## config.mk

```make
export PLATFORM = sky130hd
export DESIGN_NAME = line_clear_fx_timer_flat
export DESIGN_NICKNAME = d
export VERILOG_FILES = /design/src/rtl/line_clear_fx_timer_if.sv /design/src/rtl/line_clear_fx_timer.sv /design/src/flat_wrapper.sv
export SDC_FILE = /design/constraint.sdc
export NUM_CORES = 1
export LEC_CHECK = 0
export BUFFER_PORTS_ARGS = -buffer_cell sky130_fd_sc_hd__buf_2
export CORE_MARGIN = 2
export CORE_UTILIZATION = 58
export CTS_BUF_LIST = sky130_fd_sc_hd__clkbuf_8 sky130_fd_sc_hd__clkbuf_16
export DETAILED_ROUTE_END_ITERATION = 10
export GPL_TIMING_DRIVEN = 0
export HOLD_SLACK_MARGIN = 0.06
export PLACE_DENSITY = 0.94
export SYNTH_ARGS = -nofsm -noshare
export SYNTH_HDL_FRONTEND = slang
export SYNTH_SLANG_ARGS = --single-unit
export TNS_END_PERCENT = 20
```

## constraint.sdc

```tcl
create_clock -name clk -period 3.6 [get_ports clk]
set_clock_uncertainty 0.2 [all_clocks]
set_input_delay 0.72 -clock clk [delete_from_list [all_inputs] [get_ports clk]]
set_output_delay 0.72 -clock clk [all_outputs]
set_load 0.01 [all_outputs]
```

## src/rtl/line_clear_fx_timer_if.sv

```systemverilog
// Signal bundle between the clear-event source and the line-clear effect timer.
// The master side issues tick/hit/abort; the slave side (the timer) returns the effect state.
interface line_clear_fx_timer_if #(
    parameter int CNT_W  = 6,
    parameter int LINE_W = 3
);
    logic              tick;
    logic              hit;
    logic [LINE_W-1:0] line_count;
    logic              abort;
    logic              active;
    logic              flash;
    logic [LINE_W-1:0] level;
    logic [CNT_W-1:0]  remaining;
    logic              done;

    modport master (
        output tick, hit, line_count, abort,
        input  active, flash, level, remaining, done
    );

    modport slave (
        input  tick, hit, line_count, abort,
        output active, flash, level, remaining, done
    );
endinterface

```

## src/rtl/line_clear_fx_timer.sv

```systemverilog
// Line-clear effect timer: loads a line-count dependent duration on a clear event,
// counts it down on the frame tick, blinks the cleared rows and pulses done on expiry.
//
//   state  | meaning
//   -------+---------------------------------------------------------------
//   S_IDLE | no effect; all outputs 0, tick ignored, waits for a valid hit
//   S_RUN  | effect running; counts remaining down on tick, flash blinking
module line_clear_fx_timer #(
    parameter int CNT_W       = 6,
    parameter int LINE_W      = 3,
    parameter int MAX_LINES   = 4,
    parameter int BASE_TICKS  = 3,
    parameter int STEP_TICKS  = 5,
    parameter int BLINK_TICKS = 2,
    parameter int MODE        = 0
) (
    input  logic                  clk,
    input  logic                  rst_n,
    line_clear_fx_timer_if.slave  bus
);

    localparam int               SUM_W   = CNT_W + LINE_W;
    localparam int               BC_W    = (BLINK_TICKS > 1) ? $clog2(BLINK_TICKS) : 1;
    localparam logic [CNT_W-1:0] CNT_MAX = {CNT_W{1'b1}};
    localparam logic [BC_W-1:0]  BC_LAST = BC_W'(BLINK_TICKS - 1);

    typedef enum logic {S_IDLE, S_RUN} state_t;

    state_t            r_state;
    logic [CNT_W-1:0]  r_rem;
    logic [LINE_W-1:0] r_level;
    logic              r_flash;
    logic [BC_W-1:0]   r_bcnt;
    logic              r_done;

    state_t            w_state_nxt;
    logic [CNT_W-1:0]  w_rem_nxt;
    logic [LINE_W-1:0] w_level_nxt;
    logic              w_flash_nxt;
    logic [BC_W-1:0]   w_bcnt_nxt;
    logic              w_done_nxt;

    logic              w_hit_ok;
    logic [SUM_W-1:0]  w_dur_raw;
    logic [CNT_W-1:0]  w_dur;
    logic [CNT_W:0]    w_acc;
    logic [CNT_W-1:0]  w_rem_acc;
    logic [CNT_W-1:0]  w_rem_max;
    logic [LINE_W-1:0] w_level_max;

    // Out-of-range line counts are dropped here so they never disturb a running effect.
    assign w_hit_ok = bus.hit && (bus.line_count != '0) &&
                      (bus.line_count <= LINE_W'(MAX_LINES));

    assign w_dur_raw = SUM_W'(BASE_TICKS) +
                       (SUM_W'(bus.line_count) - SUM_W'(1)) * SUM_W'(STEP_TICKS);
    assign w_dur     = (w_dur_raw > SUM_W'(CNT_MAX)) ? CNT_MAX : w_dur_raw[CNT_W-1:0];

    assign w_acc       = {1'b0, r_rem} + {1'b0, w_dur};
    assign w_rem_acc   = w_acc[CNT_W] ? CNT_MAX : w_acc[CNT_W-1:0];
    assign w_rem_max   = (w_dur > r_rem) ? w_dur : r_rem;
    assign w_level_max = (bus.line_count > r_level) ? bus.line_count : r_level;

    always_ff @(posedge clk or negedge rst_n) begin
        if (!rst_n) begin
            r_state <= S_IDLE;
            r_rem   <= '0;
            r_level <= '0;
            r_flash <= 1'b0;
            r_bcnt  <= '0;
            r_done  <= 1'b0;
        end else begin
            r_state <= w_state_nxt;
            r_rem   <= w_rem_nxt;
            r_level <= w_level_nxt;
            r_flash <= w_flash_nxt;
            r_bcnt  <= w_bcnt_nxt;
            r_done  <= w_done_nxt;
        end
    end

    always_comb begin
        w_state_nxt = r_state;
        w_rem_nxt   = r_rem;
        w_level_nxt = r_level;
        w_flash_nxt = r_flash;
        w_bcnt_nxt  = r_bcnt;
        w_done_nxt  = 1'b0;

        if (bus.abort) begin
            w_state_nxt = S_IDLE;
            w_rem_nxt   = '0;
            w_level_nxt = '0;
            w_flash_nxt = 1'b0;
            w_bcnt_nxt  = '0;
        end else if (w_hit_ok) begin
            w_state_nxt = S_RUN;
            if (r_state == S_IDLE || MODE == 0) begin
                w_rem_nxt   = w_dur;
                w_level_nxt = bus.line_count;
                w_flash_nxt = 1'b1;
                w_bcnt_nxt  = '0;
            end else begin
                // Extend/accumulate keep the flash phase so the blink stays smooth.
                w_level_nxt = w_level_max;
                w_rem_nxt   = (MODE == 1) ? w_rem_max : w_rem_acc;
            end
        end else if (bus.tick && r_state == S_RUN) begin
            if (r_rem <= CNT_W'(1)) begin
                w_state_nxt = S_IDLE;
                w_rem_nxt   = '0;
                w_level_nxt = '0;
                w_flash_nxt = 1'b0;
                w_bcnt_nxt  = '0;
                w_done_nxt  = 1'b1;
            end else begin
                w_rem_nxt = r_rem - CNT_W'(1);
                if (r_bcnt == BC_LAST) begin
                    w_bcnt_nxt  = '0;
                    w_flash_nxt = ~r_flash;
                end else begin
                    w_bcnt_nxt = r_bcnt + BC_W'(1);
                end
            end
        end
    end

    assign bus.active    = (r_state == S_RUN);
    assign bus.flash     = r_flash;
    assign bus.level     = r_level;
    assign bus.remaining = r_rem;
    assign bus.done      = r_done;

endmodule

```

## src/flat_wrapper.sv

```systemverilog
// flat-port wrapper written by rule: the top's interface ports become plain ports
module line_clear_fx_timer_flat 
#(
    parameter int CNT_W       = 6,
    parameter int LINE_W      = 3,
    parameter int MAX_LINES   = 4,
    parameter int BASE_TICKS  = 3,
    parameter int STEP_TICKS  = 5,
    parameter int BLINK_TICKS = 2,
    parameter int MODE        = 0
)
  (clk, rst_n, bus_tick, bus_hit, bus_line_count, bus_abort, bus_active, bus_flash, bus_level, bus_remaining, bus_done);
  line_clear_fx_timer_if #(.CNT_W(CNT_W), .LINE_W(LINE_W)) bus_i ();
  input  logic clk;
  input  logic rst_n;
  input wire logic [$bits(bus_i.tick)-1:0] bus_tick;
  input wire logic [$bits(bus_i.hit)-1:0] bus_hit;
  input wire logic [$bits(bus_i.line_count)-1:0] bus_line_count;
  input wire logic [$bits(bus_i.abort)-1:0] bus_abort;
  output wire logic [$bits(bus_i.active)-1:0] bus_active;
  output wire logic [$bits(bus_i.flash)-1:0] bus_flash;
  output wire logic [$bits(bus_i.level)-1:0] bus_level;
  output wire logic [$bits(bus_i.remaining)-1:0] bus_remaining;
  output wire logic [$bits(bus_i.done)-1:0] bus_done;
  assign bus_i.tick = bus_tick;
  assign bus_i.hit = bus_hit;
  assign bus_i.line_count = bus_line_count;
  assign bus_i.abort = bus_abort;
  assign bus_active = bus_i.active;
  assign bus_flash = bus_i.flash;
  assign bus_level = bus_i.level;
  assign bus_remaining = bus_i.remaining;
  assign bus_done = bus_i.done;
  line_clear_fx_timer #(.CNT_W(CNT_W), .LINE_W(LINE_W), .MAX_LINES(MAX_LINES), .BASE_TICKS(BASE_TICKS), .STEP_TICKS(STEP_TICKS), .BLINK_TICKS(BLINK_TICKS), .MODE(MODE)) u_core (.clk(clk), .rst_n(rst_n), .bus(bus_i));
endmodule
```

==> qor.txt, run 1 <==
Post-CTS Resized: 0
critical path cell sequence: buf_2, nor3_1, ha_1, fa_1, ha_1, nand3b_1, o221ai_1, nor2_2, a211oi_1
Ports: 20
critical path class: input port to register
final hold violation count: 0
r2r endpoint: u_core.bus.level[1]$_DFFE_PN0P_
number of clock buffers inserted by TritonCTS: 3
pwr/cell area: 398 nW/um2
Initial Util: 0.614
FF+latch count, synth: 13
DRC: 0
Max rail drop VDD: 0.239 mV
final worst path period need: 3.36 ns
Core Box Area: 1730 um2
Routed WL per cell: 14.9 um
Synth cell types: 37
Reg2Reg Launch Point: u_core.bus.remaining[0]$_DFFE_PN0P_
WP buf/inv: 1
Clock Latency Late Sink: 0.25 ns
dpl cell area: 1190 um2
RSZ-0062 raised after global routing: false
Via density: 5.85
HPWL after detailed placement: 1.86 mm
clock tree from TritonCTS: yes
Worst path slowest cell: nor3_1
slew margin rel.: 0.500
layout cells sized above 1: 0.210
Die ar.: 2190 um2
clock transition at the registers of the reported paths: 0.06 ns
mean post-synth cell area: 9.23 um2
hold crit path type: input port to asynchronous set/reset pin
max cap viols: 0
leak pwr: 0.599 nW
synthesized cell area: 1060 um2
die width: 46.8 um
initial antenna violation count: 0
# setup viols final: 0
fin util: 0.714
Worst Path Required: 3.55 ns
clock buffer depth: 2
routability cong.: 0.807
Slew Viols, Final: 0
crit-path max FO: 6
Final nets: 162
Die Span Y: 46.8 um
worst-margin pin slew: 0.745 ns
reg2reg setup slack: 1.58 ns
post-route ant nets: 0
Setup TNS Final: 0 ns
vias in the first global route: 882
syn_nets: 138
WP data arrival: 3.31 ns
Vias: 954
CTS root buffer: clkbuf_8
status: finished, final reports clean
Diodes inserted: 0
first-pass GRT wire length: 3.85 mm
grt total ovfl: 0
yosys warns: 0
fin area: 1230 um2
Max H-tree Level: 1
sequential area share after synthesis: 0.307
standard-cell rows: 15
post-CTS setup repair buffer count: 0
area delta synth->final: 16.2%
clock sinks: 13
critical path depth: 9
crit share post-route: 0.935
CP Launch Type: input port
final wirelength: 2.43 mm
fillers: 143
FMAX: 0.297 GHz
family with the most delay on the worst path: adder cells
CP most frequent cell: ha_1
initial DRC count: 41
cts hold-fix bufs: 0
Synth Instances: 115
IO Port Bufs: 19
CP peak stage delay: 0.63 ns
Initial DRT Pass Iterations: 4
Total GRT Usage: 0.251
Pwr Total: 490 uW
crit path capture type: register
largest net degree at the start of global routing: 14
Fin Hold WS: 0.145 ns
Worst R2R Path Depth: 8
[worst max-delay path by stage]
stage                            from                             endpoint  slack, ns
floorplan           bus_line_count[2]  u_core.bus.remaining[5]$_DFFE_PN0P_       0.44
finish              bus_line_count[2]  u_core.bus.remaining[4]$_DFFE_PN0P_       0.24
CTS                 bus_line_count[2]  u_core.bus.remaining[4]$_DFFE_PN0P_       0.22
global route        bus_line_count[2]  u_core.bus.remaining[4]$_DFFE_PN0P_       0.01
global placement    bus_line_count[2]  u_core.bus.remaining[5]$_DFFE_PN0P_       0.11
detailed placement  bus_line_count[2]  u_core.bus.remaining[4]$_DFFE_PN0P_      -0.03
[cells by family (layout without fill, tap and decap cells)]
family,after synthesis,in the layout,share of synthesized area
flops,13,13,0.307
buf+inv,9,32,0.0330
mux,2,2,0.0189
compound gates,28,28,0.190
fa+ha+maj,15,15,0.191
simple gates,40,40,0.195
xor+xnor,8,8,0.0660
[per-layer routing]
| metal | vias to the layer above | wire [um] | part of all wire | global-route usage |
|---|---|---|---|---|
| li1 | 462 | - | - | - |
| met5 | - | 0 | 0 | 0 |
| met2 | 37 | 1260 | 0.52 | 0.430 |
| met4 | 0 | 63 | 0.026 | 0.133 |
| met1 | 448 | 996 | 0.41 | 0.315 |
| met3 | 7 | 103 | 0.042 | 0.0192 |
[cell type report]
cell class | instances | area, um2 | share of cell area
tap | 25 | 31.3 | 0.0254
clock buffer | 3 | 41.3 | 0.0335
clock inverter | 1 | 3.75 | 0.00305
timing repair buffer | 19 | 95.1 | 0.0772
sequential | 13 | 325 | 0.264
buffer | 4 | 16.3 | 0.0132
multi-input combinational | 93 | 701 | 0.569
inverter | 5 | 18.8 | 0.0152
[cells in the mapped netlist]
master	n	area, um2
nand2_2	1	6.26
a21oi_1	9	45.0
nand2_1	9	33.8
nand2b_1	1	6.26
a221oi_2	2	30.0
xor2_1	3	26.3
ha_1	13	163
o221ai_1	1	8.76
nor3_2	1	10.0
nor2_1	6	22.5
or4_4	1	11.3
o311a_1	1	10.0
fa_1	2	40.0
clkbuf_1	3	11.3
buf_2	1	5.00
o21ai_0	3	15.0
xnor2_1	5	43.8
dfrtp_1	13	325
nand3_1	4	20.0
nand4_1	1	6.26
a32oi_1	2	17.5
and2_1	2	12.5
a21o_1	1	7.51
nand3b_1	1	7.51
o211a_1	1	10.0
mux2i_1	2	20.0
nor3_1	9	45.0
or3_1	1	6.26
a31oi_1	2	12.5
inv_1	5	18.8
o22ai_1	1	6.26
o21bai_1	1	7.51
a211oi_1	2	15.0
nor2b_1	2	12.5
a211o_1	1	8.76
o21a_1	1	7.51
nor2_2	1	6.26
[worst register-to-register path: cells and delay by family, from the launching register on]
kind / cells / cell delay [ns]
buffers and inverters: 2 / 0.34
adder cells (fa/ha/maj): 1 / 0.22
AND/OR/NAND/NOR: 3 / 0.46
AO/OA/AOI/OAI: 2 / 0.20
flip-flops: 1 / 0.44
[layout by cell type (no fill, tap or decap), types with 2 or more instances in the layout]
cell type / instances
ha_1: 13
a32oi_1: 2
xnor2_1: 5
fa_1: 2
buf_2: 20
a31oi_1: 2
inv_1: 6
xor2_1: 3
nor2b_1: 2
nor2_1: 6
nand3_1: 4
a211oi_1: 2
o21ai_0: 3
clkbuf_8: 3
clkbuf_1: 3
mux2i_1: 2
and2_1: 2
dfrtp_1: 13
a21oi_1: 9
nor3_1: 9
nand2_1: 9
a221oi_2: 2
[stage by stage]
step                std cells  setup slack, ns
floorplan                 115            0.445
global placement          159            0.109
detailed placement        159          -0.0258
CTS                       163            0.220
global route              163           0.0112
finish                    163            0.235
[sequential cells by signal, indices dropped and copies added, names as in the netlist]
name,flops
u_core.bus.active,1
u_core.r_bcnt,1
u_core.bus.remaining,6
u_core.bus.level,3
u_core.bus.done,1
u_core.bus.flash,1
[where the power goes]
part / switching [mW] / internal [mW]
clock network: 0.0551 / 0.0755
registers: 0.0184 / 0.161
logic: 0.105 / 0.0761
Note: power is estimated with default switching activity, not from simulation.
==> run 2: changes to the inputs <==
- CELL_PAD_IN_SITES_DETAIL_PLACEMENT: not set -> 1
- CELL_PAD_IN_SITES_GLOBAL_PLACEMENT: not set -> 2
- CORE_UTILIZATION: 58 -> 35
- PLACE_DENSITY: 0.94 -> 0.93
==> qor.txt, run 2 (same netlist as run 1, synthesis figures left out) <==
Ports: 20 (unchanged)
final wirelength: 2.69 mm (was 2.43 mm)
grt total ovfl: 0 (unchanged)
DP Worst Slack: -0.0664 ns (was -0.0258 ns)
fin area: 1240 um2 (was 1230 um2)
max FFs per register: 6 (unchanged)
HPWL after detailed placement: 2.14 mm (was 1.86 mm)
pwr/cell area: 397 nW/um2 (was 398 nW/um2)
Final nets: 162 (unchanged)
most common cell after layout, fill and taps aside: buf_2 (unchanged)
final non-filler cell total: 169 (was 163)
critical path cell sequence: buf_2, nor3_1, ha_1, fa_1, ha_1, nand3b_1, o221ai_1, nor2_2, a221oi_2 (was buf_2, nor3_1, ha_1, fa_1, ha_1, nand3b_1, o221ai_1, nor2_2, a211oi_1)
final worst path period need: 3.39 ns (was 3.36 ns)
die width: 59.1 um (was 46.8 um)
clock tree from TritonCTS: yes (unchanged)
clock buffer depth: 2 (unchanged)
post-CTS setup repair buffer count: 0 (unchanged)
initial antenna violation count: 0 (unchanged)
status: finished, final reports clean (unchanged)
clock sinks: 13 (unchanged)
CP Launch Type: input port (unchanged)
Routed WL per cell: 15.9 um (was 14.9 um)
WP buf/inv: 1 (unchanged)
family with the most delay on the worst path: adder cells (unchanged)
Vias: 945 (was 954)
largest net degree at the start of global routing: 14 (unchanged)
CP peak stage delay: 0.64 ns (was 0.63 ns)
initial DRC count: 16 (was 41)
Max rail drop VDD: 0.319 mV (was 0.239 mV)
Via density: 5.59 (was 5.85)
DRC: 0 (unchanged)
final hold violation count: 0 (unchanged)
routability cong.: 0.764 (was 0.807)
worst-margin pin slew: 0.760 ns (was 0.745 ns)
Die ar.: 3490 um2 (was 2190 um2)
Placed Cells: 165 (was 159)
Worst Path Required: 3.55 ns (about the same)
crit path capture type: register (unchanged)
Max H-tree Level: 1 (unchanged)
# setup viols final: 0 (unchanged)
crit-path max FO: 6 (unchanged)
CTS root buffer: clkbuf_8 (unchanged)
vias in the first global route: 976 (was 882)
FMAX: 0.295 GHz (was 0.297 GHz)
dpl cell area: 1190 um2 (about the same)
number of clock buffers inserted by TritonCTS: 3 (unchanged)
area delta synth->final: 17.0% (was 16.2%)
Post-CTS Resized: 0 (unchanged)
critical path class: input port to register (unchanged)
max cap viols: 0 (unchanged)
CP most frequent cell: ha_1 (unchanged)
Setup WS post-layout: 0.211 ns (was 0.235 ns)
leak pwr: 0.597 nW (was 0.599 nW)
layout cells sized above 1: 0.217 (was 0.210)
crit share post-route: 0.942 (was 0.935)
clock transition at the registers of the reported paths: 0.06 ns (about the same)
RSZ-0062 raised after global routing: false (unchanged)
post-route ant nets: 0 (unchanged)
slew margin rel.: 0.490 (was 0.500)
Slew Viols, Final: 0 (unchanged)
most frequent cells in the layout: buf_2 (20), ha_1 (13), dfrtp_1 (13) (unchanged)
Diodes inserted: 0 (unchanged)
fin util: 0.439 (was 0.714)
cts hold-fix bufs: 0 (unchanged)
WP data arrival: 3.34 ns (was 3.31 ns)
first-pass GRT wire length: 4.40 mm (was 3.85 mm)
hold crit path type: input port to asynchronous set/reset pin (unchanged)
Initial DRT Pass Iterations: 3 (was 4)
IO Port Bufs: 19 (unchanged)
Core Box Area: 2830 um2 (was 1730 um2)
Initial Util: 0.375 (was 0.614)
Clock Latency Late Sink: 0.24 ns (was 0.25 ns)
Worst path slowest cell: nor3_1 (unchanged)
Total GRT Usage: 0.167 (was 0.251)
Pwr Total: 493 uW (was 490 uW)
standard-cell rows: 19 (was 15)
Die Span Y: 59.1 um (was 46.8 um)
[run 2: cell count changes in the layout (fill, tap and decap cells not counted), sizes merged]
| cell | delta |
|---|---|
| clkinv | +1 |
| inv | -1 |
[run 2: layer usage]
metal	share of wire	track usage	vias to the layer above	routed length, um
li1	-	-	459	-
met1	0.47	0.204	468	1250
met2	0.50	0.298	18	1360
met3	0.029	0.0393	0	78
met4	0	0.0325	0	0
met5	0	0	-	0
[run 2: final timing paths]
path,from,end,slack (ns),cells after the start
hold reg to reg,u_core.bus.level[2]$_DFFE_PN0P_,u_core.bus.level[2]$_DFFE_PN0P_,0.35,2
hold / removal,rst_n,u_core.r_bcnt$_DFFE_PN0P_,0.16,1
max in group asynchronous,rst_n,u_core.bus.flash$_DFFE_PN0P_,2.79,1
setup reg to reg,u_core.bus.remaining[0]$_DFFE_PN0P_,u_core.bus.remaining[3]$_DFFE_PN0P_,1.49,8
setup / recovery,bus_line_count[2],u_core.bus.remaining[5]$_DFFE_PN0P_,0.21,9
min in group clk,u_core.bus.level[2]$_DFFE_PN0P_,u_core.bus.level[2]$_DFFE_PN0P_,0.35,2
[run 2: where the power goes]
part | total, mW | internal [mW] | switching (mW)
logic | 0.180 | 0.0750 | 0.105
clock network | 0.132 | 0.0765 | 0.0550
registers | 0.181 | 0.161 | 0.0206
[run 2: cell type report]
class / instances / area [um2]
clock buffers: 3 / 41.3
clock inverters: 1 / 5.00
plain buffers: 4 / 16.3
fillers: 341 / 1590
repair buffers: 19 / 95.1
well taps: 31 / 38.8
multi-input cells: 93 / 701
inverters: 5 / 18.8
flip-flops and latches: 13 / 325
[run 2: worst reg2reg max path, cell delays in order (launching register included)]
cell and delay [ns]:
dfrtp_1 0.45, inv_1 0.07, ha_1 0.26, o21bai_1 0.19, nor2b_1 0.06, clkbuf_1 0.20
nor3_1 0.23, a21oi_1 0.08, a221oi_2 0.28
[run 2: stage by stage]
stage | TNS, ns | hold slack [ns]
2_1_floorplan | 0 | 0.224
3_3_place_gp | 0 | 0.325
3_5_place_dp | -0.189 | 0.335
4_1_cts | 0 | 0.167
5_1_grt | 0 | 0.182
6_report | 0 | 0.164
==> run 3: changes to the inputs <==
- BUFFER_PORTS_ARGS: -buffer_cell sky130_fd_sc_hd__buf_2 -> not set
- CORE_UTILIZATION: 35 -> 40
- DONT_BUFFER_PORTS: not set -> 1
==> qor.txt, run 3 (same netlist as run 1, synthesis figures left out) <==
final non-filler cell total: 150 (was 169)
IO Port Bufs: 0 (was 19)
Routed WL per cell: 16.1 um (was 15.9 um)
routability cong.: 0.763 (was 0.764)
WP data arrival: 3.13 ns (was 3.34 ns)
reg2reg setup slack: 1.44 ns (was 1.49 ns)
DRC: 0 (unchanged)
die width: 55.5 um (was 59.1 um)
status: finished, final reports clean (unchanged)
cts hold-fix bufs: 1 (was 0)
most frequent cells in the layout: ha_1 (13), dfrtp_1 (13), nor3_1 (9), a21oi_1 (9), nand2_1 (9) (was buf_2 (20), ha_1 (13), dfrtp_1 (13))
critical path class: input port to register (unchanged)
clock transition at the registers of the reported paths: 0.06 ns (about the same)
post-CTS setup repair buffer count: 0 (unchanged)
initial antenna violation count: 0 (unchanged)
final hold violation count: 0 (unchanged)
leak pwr: 0.513 nW (was 0.597 nW)
Placed Cells: 145 (was 165)
initial DRC count: 13 (was 16)
Clock Latency Late Sink: 0.24 ns (about the same)
vias in the first global route: 965 (was 976)
CTS root buffer: clkbuf_8 (unchanged)
Initial DRT Pass Iterations: 4 (was 3)
Worst Path Required: 3.51 ns (was 3.55 ns)
Worst R2R Path Depth: 8 (unchanged)
r2r endpoint: u_core.bus.remaining[3]$_DFFE_PN0P_ (unchanged)
Reg2Reg Launch Point: u_core.bus.remaining[0]$_DFFE_PN0P_ (unchanged)
hold crit path type: input port to register (was input port to asynchronous set/reset pin)
Slew Viols, Final: 0 (unchanged)
CP Launch Type: input port (unchanged)
Die Span Y: 55.5 um (was 59.1 um)
Initial Util: 0.424 (was 0.375)
Post-CTS Resized: 0 (unchanged)
standard-cell rows: 18 (was 19)
Setup TNS Final: 0 ns (unchanged)
HPWL after detailed placement: 1.91 mm (was 2.14 mm)
grt total ovfl: 0 (unchanged)
crit path capture type: register (unchanged)
area delta synth->final: 8.84% (was 17.0%)
Die ar.: 3080 um2 (was 3490 um2)
Max rail drop VDD: 0.371 mV (was 0.319 mV)
max FFs per register: 6 (unchanged)
# setup viols final: 0 (unchanged)
HP Start: bus_abort
Hold Crit Depth: 1
first-pass GRT wire length: 4.37 mm (was 4.40 mm)
number of clock buffers inserted by TritonCTS: 3 (unchanged)
worst-margin pin slew: 0.774 ns (was 0.760 ns)
Max H-tree Level: 1 (unchanged)
RSZ-0062 raised after global routing: false (unchanged)
pwr/cell area: 408 nW/um2 (was 397 nW/um2)
Core Box Area: 2500 um2 (was 2830 um2)
Via density: 5.87 (was 5.59)
clock tree from TritonCTS: yes (unchanged)
Vias: 881 (was 945)
max cap viols: 0 (unchanged)
crit-path max FO: 6 (unchanged)
Diodes inserted: 0 (unchanged)
layout cells sized above 1: 0.0917 (was 0.217)
hold endpoint: u_core.bus.remaining[4]$_DFFE_PN0P_
post-route ant nets: 0 (unchanged)
slew margin rel.: 0.480 (was 0.490)
FMAX: 0.310 GHz (was 0.295 GHz)
Total GRT Usage: 0.172 (was 0.167)
clock sinks: 13 (unchanged)
crit share post-route: 0.895 (was 0.942)
Final nets: 144 (was 162)
clock buffer depth: 2 (unchanged)
Critical path origin: bus_line_count[2] (unchanged)
final wirelength: 2.41 mm (was 2.69 mm)
Ports: 20 (unchanged)
final worst path period need: 3.22 ns (was 3.39 ns)
largest net degree at the start of global routing: 14 (unchanged)
## run 3: where the power goes
group	leakage [nW]	internal (mW)	switching, mW
combinational	0.314	0.0645	0.0881
clock	0.0255	0.0763	0.0529
sequential	0.173	0.160	0.0292
total	0.513	0.301	0.170
## run 3: worst max-delay path, cell delays in order
cell and delay, ns:
nor3_1 0.63, ha_1 0.31, fa_1 0.43, ha_1 0.36, nand4_1 0.11, o211a_1 0.25
nor2_2 0.21, a211oi_1 0.11
## run 3: final cells by class
type                            count  area, um2
Multi-Input combinational cell     93        701
Sequential cell                    13        325
Buffer                              4       16.3
Fill cell                         297       1350
Tap cell                           30       37.5
Clock inverter                      1       5.00
Clock buffer                        3       41.3
Timing Repair Buffer                1       10.0
Inverter                            5       18.8
## run 3: metrics by stage
stage / utilization / setup slack, ns / power [mW] / area [um2] / hold WS, ns
2_1_floorplan: - / 0.445 / 0.306 / 1060 / 0.224
3_3_place_gp: 0.439 / 0.209 / 0.334 / 1100 / 0.225
3_5_place_dp: 0.439 / 0.109 / 0.343 / 1100 / 0.225
5_1_grt: 0.462 / 0.148 / 0.505 / 1150 / 0.345
6_report: 0.462 / 0.379 / 0.471 / 1150 / 0.355
4_1_cts: 0.462 / 0.352 / 0.476 / 1150 / 0.357
## run 3: routing by layer
metal / global-route usage / part of all wire / vias to the layer above
met4: 0.0209 / 0 / 0
met1: 0.214 / 0.46 / 432
met3: 0.0515 / 0.060 / 0
met5: 0 / 0 / -
met2: 0.301 / 0.48 / 21
li1: - / - / 428
## run 3: how the worst max path moves through the flow
| stage | cells after the start | endpoint | slack [ns] |
|---|---|---|---|
| after global routing | 8 | u_core.bus.remaining[4]$_DFFE_PN0P_ | 0.15 |
| after CTS | 8 | u_core.bus.remaining[4]$_DFFE_PN0P_ | 0.35 |
| after detailed placement | 8 | u_core.bus.remaining[4]$_DFFE_PN0P_ | 0.11 |
| after global placement | 8 | u_core.bus.remaining[5]$_DFFE_PN0P_ | 0.21 |
| after floorplan | 8 | u_core.bus.remaining[5]$_DFFE_PN0P_ | 0.44 |
| final | 8 | u_core.bus.remaining[4]$_DFFE_PN0P_ | 0.38 |
